==> src/rtl/arbitro_mux4.sv <==
// arbitro_mux4: shares one MUX4_1 output between four requesters.
// Drives the mux sel/enable directly and returns a one-hot grant to the requesters.
// A per-grant quota of MAX_CICLOS cycles applies only while another requester waits.
//
// Handshake: req[i] is a level request. grant[i] (registered) means requester i owns
// the mux. The owner keeps ownership for as long as it holds req[i], unless its quota
// is used up while another requester is waiting. Dropping req[i] releases ownership at
// the next rising edge. Pending requests are handed over in that same edge, so there is
// no idle cycle between owners.
//
// Optional build macro: ARB_PRIO_FIXA_EN.
//   Defined:   fixed priority. The lowest requesting index wins.
//   Undefined: round-robin starting after the last owner (the default).
module arbitro_mux4 #(
  parameter int MAX_CICLOS = 4
) (
  input  logic       clock,
  input  logic       reset,
  input  logic [3:0] req,
  output logic [1:0] sel,
  output logic       enable,
  output logic [3:0] grant,
  output logic       ocupado,
  output logic       estado_dbg
);

  typedef enum logic {OCIOSO = 1'b0, CONCEDIDO = 1'b1} estado_t;

`ifdef ARB_PRIO_FIXA_EN
  localparam logic FIXA = 1'b1;
`else
  localparam logic FIXA = 1'b0;
`endif

  localparam logic [3:0] MAX_C = 4'(MAX_CICLOS);

  estado_t    r_estado, w_estado;
  logic [1:0] r_sel, w_sel;
  logic       r_enable, w_enable;
  logic [3:0] r_grant, w_grant;
  logic [3:0] r_cnt, w_cnt;
  logic [1:0] r_ptr, w_ptr;

  logic [1:0] w_base_ocioso;
  logic [1:0] w_base_dono;
  logic [3:0] w_req_outros;
  logic [1:0] w_ganador_ocioso;
  logic [1:0] w_ganador_livre;
  logic [1:0] w_ganador_cota;

  // Returns the first requesting index in the order base+1, base+2, base+3, base.
  // With base=3 this is plain lowest-index priority.
  function automatic logic [1:0] f_ganador(input logic [3:0] i_req, input logic [1:0] i_base);
    logic [1:0] v_idx;
    f_ganador = i_base;
    for (int k = 4; k >= 1; k--) begin
      v_idx = i_base + 2'(k);
      if (i_req[v_idx]) f_ganador = v_idx;
    end
  endfunction

  // Search bases and candidate winners for each arbitration case.
  always_comb begin
    w_base_ocioso    = FIXA ? 2'd3 : r_ptr;
    w_base_dono      = FIXA ? 2'd3 : r_sel;
    w_req_outros     = req & ~(4'b0001 << r_sel);
    w_ganador_ocioso = f_ganador(req, w_base_ocioso);
    w_ganador_livre  = f_ganador(req, w_base_dono);
    w_ganador_cota   = f_ganador(w_req_outros, w_base_dono);
  end

  // Next-state and next-output logic. The release rule takes priority over the quota rule.
  always_comb begin
    w_estado = r_estado;
    w_sel    = r_sel;
    w_enable = r_enable;
    w_grant  = r_grant;
    w_cnt    = r_cnt;
    w_ptr    = r_ptr;
    case (r_estado)
      OCIOSO: begin
        if (req != 4'b0000) begin
          w_estado = CONCEDIDO;
          w_sel    = w_ganador_ocioso;
          w_enable = 1'b1;
          w_grant  = 4'b0001 << w_ganador_ocioso;
          w_cnt    = 4'd1;
          w_ptr    = w_ganador_ocioso;
        end
      end
      CONCEDIDO: begin
        if (!req[r_sel]) begin
          if (req != 4'b0000) begin
            w_sel   = w_ganador_livre;
            w_grant = 4'b0001 << w_ganador_livre;
            w_cnt   = 4'd1;
            w_ptr   = w_ganador_livre;
          end else begin
            // sel keeps its value so the mux input does not glitch while idle.
            w_estado = OCIOSO;
            w_enable = 1'b0;
            w_grant  = 4'b0000;
            w_cnt    = 4'd0;
          end
        end else if ((r_cnt == MAX_C) && (w_req_outros != 4'b0000)) begin
          w_sel   = w_ganador_cota;
          w_grant = 4'b0001 << w_ganador_cota;
          w_cnt   = 4'd1;
          w_ptr   = w_ganador_cota;
        end else if (r_cnt != MAX_C) begin
          w_cnt = r_cnt + 4'd1;
        end
      end
      default: begin
        w_estado = OCIOSO;
      end
    endcase
  end

  // State and output registers with synchronous reset.
  always_ff @(posedge clock) begin
    if (reset) begin
      r_estado <= OCIOSO;
      r_sel    <= 2'b00;
      r_enable <= 1'b0;
      r_grant  <= 4'b0000;
      r_cnt    <= 4'd0;
      r_ptr    <= 2'd3;
    end else begin
      r_estado <= w_estado;
      r_sel    <= w_sel;
      r_enable <= w_enable;
      r_grant  <= w_grant;
      r_cnt    <= w_cnt;
      r_ptr    <= w_ptr;
    end
  end

  // Outputs come straight from the registers.
  always_comb begin
    sel        = r_sel;
    enable     = r_enable;
    grant      = r_grant;
    ocupado    = r_enable;
    estado_dbg = (r_estado == CONCEDIDO);
  end

endmodule

==> config.mk <==
export PLATFORM = sky130hd
export DESIGN_NAME = arbitro_mux4
export DESIGN_NICKNAME = d
export VERILOG_FILES = /design/src/rtl/arbitro_mux4.sv
export SDC_FILE = /design/constraint.sdc
export NUM_CORES = 1
export LEC_CHECK = 0
export CORE_UTILIZATION = 35
export CTS_BUF_LIST = sky130_fd_sc_hd__clkbuf_4
export DETAILED_ROUTE_END_ITERATION = 6
export PLACE_DENSITY = 0.58
export SYNTH_ARGS = -nofsm -noshare
export SYNTH_HDL_FRONTEND = slang
export SYNTH_SLANG_ARGS = --single-unit
==> constraint.sdc <==
create_clock -name clock -period 2.6 [get_ports clock]
set_clock_uncertainty 0.05 [all_clocks]
set_input_delay 0.39 -clock clock [delete_from_list [all_inputs] [get_ports clock]]
set_output_delay 0.39 -clock clock [all_outputs]
set_load 0.01 [all_outputs]
==> out/results.tsv, run 1 <==
metric	value	unit
synth_edf_count	0	
post-cts-setup-buffer-count	0	
die_height	64.5	µm
clk_path_buf_depth	2	
crit_path_end_kind	flop	
syn-mean-instance-area	7.85	µm²
hold_ws	0.447	ns
initial_core_util	36.8	%
antenna_found_initial	0	
rsz0062_at_grt	no	
ioPinCount	15	
fin_total_pwr	1.29	mW
powerDensity	738	nW/µm²
timing_worst_setup_path_type	flop to flop	
cp-start-kind	flop	
wl_met2	1770	µm
p_int	0.735	mW
crit_path_max_fanout	11	
relSlewSlack	64.3	%
fin_nets	216	
p_sw_share	43.0	%
clockPowerShare	9.5	%
fin_area	1750	µm²
worstPathRequired	2.75	ns
drt_iter0_drc	38	
first_global_vias	1348	
synthCells	174	
finalCritPeriodShare	95.1	%
final_common_cell	buf_4	
dpl.hpwl	2710	µm
dominantRegCellSynth	dfxtp_1	
die_area	4160	µm²
ys_seq_area_share	20.5	%
hold_class	flop to flop	
dpl-instance-area	1680	µm²
route.top_layer_used	met4	
cts_buffers	3	
core_area	3720	µm²
clkSinkCount	14	
power_frac_seq	23.2	%
cts_tree	built	
status	completed	
first_pass_iters	4	
drc	0	
vias_per_cell	5.56	
yosys_warnings	0	
htree_levels	1	
crit_arrival	2.62	ns
fmax	0.404	GHz
dp.cells	247	
vias	1391	
setup_viol	0	
clock_latency	0.28	ns
drt-met1-wl	1670	µm
maxCapViolCount	0	
p_leak	0.705	nW
syn-num-nets	186	
wl	3550	µm
overflow	0	
synthDistinctLibCells	51	
finalSetupTns	0	ns
drive_gt1_share	19.8	%
layout-area-overhead-vs-synth	27.8	%
finalHoldViolCount	0	
die_width	64.5	µm
clkSlewWorstSetupHoldPaths	0.08	ns
grt_first_pass_wirelength	6020	µm
ys_seq_elements	14	
gp_congestion	0.840	
max-vdd-ir-drop	0.000323	V
track_usage	18.2	%
port_buffers	14	
n_antenna_cell	0	
post_drt_wl_per_cell	14.2	µm
drtAntennaViolNets	0	
pwr-share-comb	67.3	%
mappedNetlistArea	1370	µm²
clock-root-buffer	clkbuf_4	
async_reset_ff_share	0	%
rows	22	
max_slew.worst_pin.slew	0.535	ns
mostFrequentLayoutCells	buf_4, nor2_1, nand2_1, mux2i_1, clkdlybuf4s50_1	
slew_viol_final	0	
power.switching	0.555	mW
min_period	2.47	ns
finalNonFillerCells	250	
grt_max_degree	17	
dr_wl_met3	101	µm
==> synth_stat cells (all sizes together) (3+ instances only) <==
library cell | instances | area (µm²)
a31oi | 4 | 25.0
dfxtp | 14 | 280
nor2b | 7 | 51.3
a21oi | 8 | 43.8
nor2 | 18 | 67.6
nor3 | 9 | 45.0
buf | 7 | 43.8
nand2 | 16 | 60.1
mux2i | 16 | 160
clkbuf | 5 | 18.8
o21ai | 6 | 30.0
ha | 6 | 75.1
a221oi | 3 | 26.3
inv | 7 | 26.3
nand2b | 6 | 37.5
==> state kept, by name, summed over array words and instances (netlist names) <==
name / flops
r_ptr: 2
sel: 2
enable: 1
estado_dbg: 1
grant: 4
r_cnt: 4
==> cell families (layout without fill, tap and decap cells) <==
logic type               after synthesis  count (layout)  share of synthesized area, %
XOR/XNOR                               2               2                          1.28
multiplexers                          18              18                          14.2
AND/OR/NAND/NOR                       73              73                          28.5
flip-flops                            14              14                          20.5
adder cells (fa/ha/maj)                6               6                          5.49
AO/OA/AOI/OAI                         41              41                          23.3
buffers and inverters                 20              48                          6.78
==> layout make-up <==
class | count | area (µm²)
fill | 353 | 1970
multi-input combinational | 140 | 1040
timing repair buffer | 37 | 313
sequential | 14 | 282
tap | 48 | 60.1
inverter | 8 | 31.3
clock buffer | 3 | 22.5
==> per-layer routing <==
metal / track usage [%] / vias to the layer above
li1: - / 701
met1: 22.9 / 667
met2: 32.5 / 21
met3: 3.35 / 2
met4: 3.06 / 0
met5: 0 / -
==> repair_timing <==
item / in CTS / in global routing
resized for setup: 0 / 8
setup endpoints to repair: 0 / 5
hold buffers: 0 / 0
==> worst paths after layout <==
kind	start	endpoint	slack [ns]	depth (start not counted)
max	sel[0]	grant[1]	0.13	8
min	grant[3]	grant[3]	0.45	2
min reg2reg	grant[3]	grant[3]	0.45	2
max reg2reg	sel[0]	grant[1]	0.13	8
==> critical path, cell delays in order, from the launching register on <==
cell and delay (ns):
dfxtp_1 0.36, buf_4 0.19, ha_1 0.20, nor2b_1 0.08, mux4_2 0.50, a32oi_4 0.34, mux2i_4 0.32, nand2_1 0.09
a311oi_2 0.25
==> power groups by stage <==
stage	registers [mW]	clock network (mW)	logic, mW
final	0.299	0.123	0.868
after CTS	0.297	0.126	0.813
after floorplan	0.307	0	0.512
after global routing	0.304	0.136	0.949
after detailed placement	0.301	0	0.810
after global placement	0.300	0	0.793
==> metrics by stage <==
step / setup slack, ns / util [%]
6_report: 0.126 / 47.0
5_1_grt: 0.00310 / 47.0
4_1_cts: 0.0664 / 45.8
3_5_place_dp: -0.0234 / 45.2
3_3_place_gp: -0.0460 / 45.2
2_1_floorplan: 0.0199 / -
No activity file was read; power rests on OpenSTA's default activity.
==> run 2, diff against run 1 <==
--- a/config.mk
+++ b/config.mk
@@ -5,10 +5,10 @@
 export SDC_FILE = /design/constraint.sdc
 export NUM_CORES = 1
 export LEC_CHECK = 0
-export CORE_UTILIZATION = 35
+export CORE_UTILIZATION = 45
 export CTS_BUF_LIST = sky130_fd_sc_hd__clkbuf_4
 export DETAILED_ROUTE_END_ITERATION = 6
-export PLACE_DENSITY = 0.58
+export PLACE_DENSITY = 0.71
 export SYNTH_ARGS = -nofsm -noshare
 export SYNTH_HDL_FRONTEND = slang
 export SYNTH_SLANG_ARGS = --single-unit
==> out/results.tsv, run 2 (synthesis results as in run 1) <==
metric	value	unit	change
die_area	3260	µm²	-22%
clkSlewWorstSetupHoldPaths	0.10	ns	+0.02 ns
cts_buffers	3		unchanged
grtUsageMet3	4.99	%	+1.6 points
maxCapViolCount	0		unchanged
clockPowerShare	10.2	%	+0.7 points
die_height	57.1	µm	-11%
grt_first_pass_wirelength	6330	µm	+5.2%
cpPeakStageDelay	0.41	ns	-0.09 ns
ioPinCount	15		unchanged
gp_congestion	0.849		+1.1%
fin_total_pwr	1.29	mW	-0.27%
core_area	2810	µm²	-25%
overflow	0		unchanged
p_leak	0.706	nW	+0.25%
clk_path_buf_depth	2		unchanged
p_sw_share	43.5	%	+0.50 points
final_common_cell	buf_4		
port_buffers	14		unchanged
die_width	57.1	µm	-11%
initial_core_util	48.7	%	+12 points
power_frac_seq	23.4	%	+0.2 points
cts_tree	built		
antenna_found_initial	0		unchanged
min_period	2.39	ns	-0.0788 ns
busiest_layer	met2		
cts_hold_buffers	0		unchanged
p_int	0.726	mW	-1.1%
violations	DRC		
layout-area-overhead-vs-synth	24.5	%	
met2_usage	40.5	%	+8.0 points
path_cells	clkinv_2, ha_1, nor4b_1, a31oi_1, a32oi_4, mux2i_1, nand2_1, a311oi_1		
setup_viol	0		unchanged
drive_gt1_share	17.7	%	-2.1 points
dpl.hpwl	2870	µm	+6.1%
powerDensity	756	nW/µm²	+2.4%
clkSinkCount	14		unchanged
drt_iter0_drc	71		+87%
crit_arrival	2.55	ns	-0.07 ns
worstPathRequired	2.75	ns	about the same
drtAntennaViolNets	0		unchanged
cp-start-kind	flop		
relSlewSlack	59.5	%	-4.8 points
clock_latency	0.29	ns	about the same
max_slew.worst_pin.slew	0.608	ns	+0.0728 ns
n_antenna_cell	0		unchanged
dp.cells	230		-6.9%
wl	3730	µm	+5.0%
rsz0062_at_grt	no		
hold_class	flop to flop		
crit_path_end_kind	flop		
clock-root-buffer	clkbuf_4		
drc	2		+2
slew_viol_final	0		unchanged
first_pass_iters	6		+2
htree_levels	1		unchanged
fmax	0.418	GHz	+3.3%
crit_path_max_fanout	4		-7
grt_max_degree	22		+5
cp_slowest_cell	dfxtp_1		
power.switching	0.560	mW	+0.89%
pwr-share-comb	66.4	%	-0.9 points
vias	1432		+2.9%
finalNonFillerCells	234		-6.4%
track_usage	24.6	%	+6.4 points
status	finished, violations left		
vias_per_cell	6.12		+10%
max-vdd-ir-drop	0.000372	V	+15%
finalHoldViolCount	0		unchanged
setup_slack	0.205	ns	+0.0788 ns
mostFrequentLayoutCells	buf_4, nor2_1, nand2_1, mux2i_1, clkdlybuf4s50_1		
post_drt_wl_per_cell	15.9	µm	+12%
finalSetupTns	0	ns	unchanged
finalCritPeriodShare	92.1	%	-3.0 points
first_global_vias	1321		-2.0%
timing_worst_setup_path_type	flop to flop		
rows	19		-14%
place_ws	0.0707	ns	+0.0941 ns
use_met1	33.8	%	+11 points
fin_nets	216		unchanged
## run 2: cell count changes in the layout (fill, tap and decap cells not counted), sizes merged
cell,change
clkinv,+1
## run 2: path summary, 6_finish.rpt
path            start  cells past startpoint  endpoint  slack [ns]
max            sel[0]                      8  grant[1]        0.21
min          grant[3]                      2  grant[3]        0.45
max reg2reg    sel[0]                      8  grant[1]        0.21
min reg2reg  grant[3]                      2  grant[3]        0.45
## run 2: layout make-up
| class | instances | area, µm² |
|---|---|---|
| Multi-Input combinational cell | 140 | 997 |
| Fill cell | 262 | 1100 |
| Sequential cell | 14 | 282 |
| Inverter | 8 | 31.3 |
| Timing Repair Buffer | 37 | 325 |
| Clock buffer | 3 | 22.5 |
| Tap cell | 31 | 38.8 |
| Clock inverter | 1 | 3.75 |
## run 2: routing by layer
metal	routed length [µm]	vias up
met1	1670	675
met2	1790	46
li1	-	705
met4	27	0
met3	241	6
met5	0	-
## run 2: worst max-delay path, delay by kind of cell, from the launching register on
| family | cells | cell delay (ns) |
|---|---|---|
| compound gates | 3 | 0.71 |
| simple gates | 2 | 0.41 |
| flops | 1 | 0.41 |
| fa+ha+maj | 1 | 0.34 |
| mux | 1 | 0.30 |
| buf+inv | 1 | 0.10 |
## run 2: repair_timing
action,in CTS,in global routing
endpoints found under the setup margin,0,3
gates resized for setup,0,2
setup buffers,0,0
## run 2: power by group through the flow
stage / clock network, mW / logic (mW) / registers, mW
after global placement: 0 / 0.808 / 0.303
final: 0.131 / 0.854 / 0.301
after floorplan: 0 / 0.512 / 0.307
after CTS: 0.133 / 0.834 / 0.300
after detailed placement: 0 / 0.831 / 0.304
after global routing: 0.142 / 0.923 / 0.308
## run 2: stage by stage
step / utilization, % / instance area (µm²) / hold slack (ns)
final: 60.6 / 1700 / 0.449
after global routing: 60.6 / 1700 / 0.491
after floorplan: - / 1370 / 0.412
after detailed placement: 59.5 / 1670 / 0.441
after global placement: 59.5 / 1670 / 0.429
after CTS: 60.4 / 1700 / 0.455
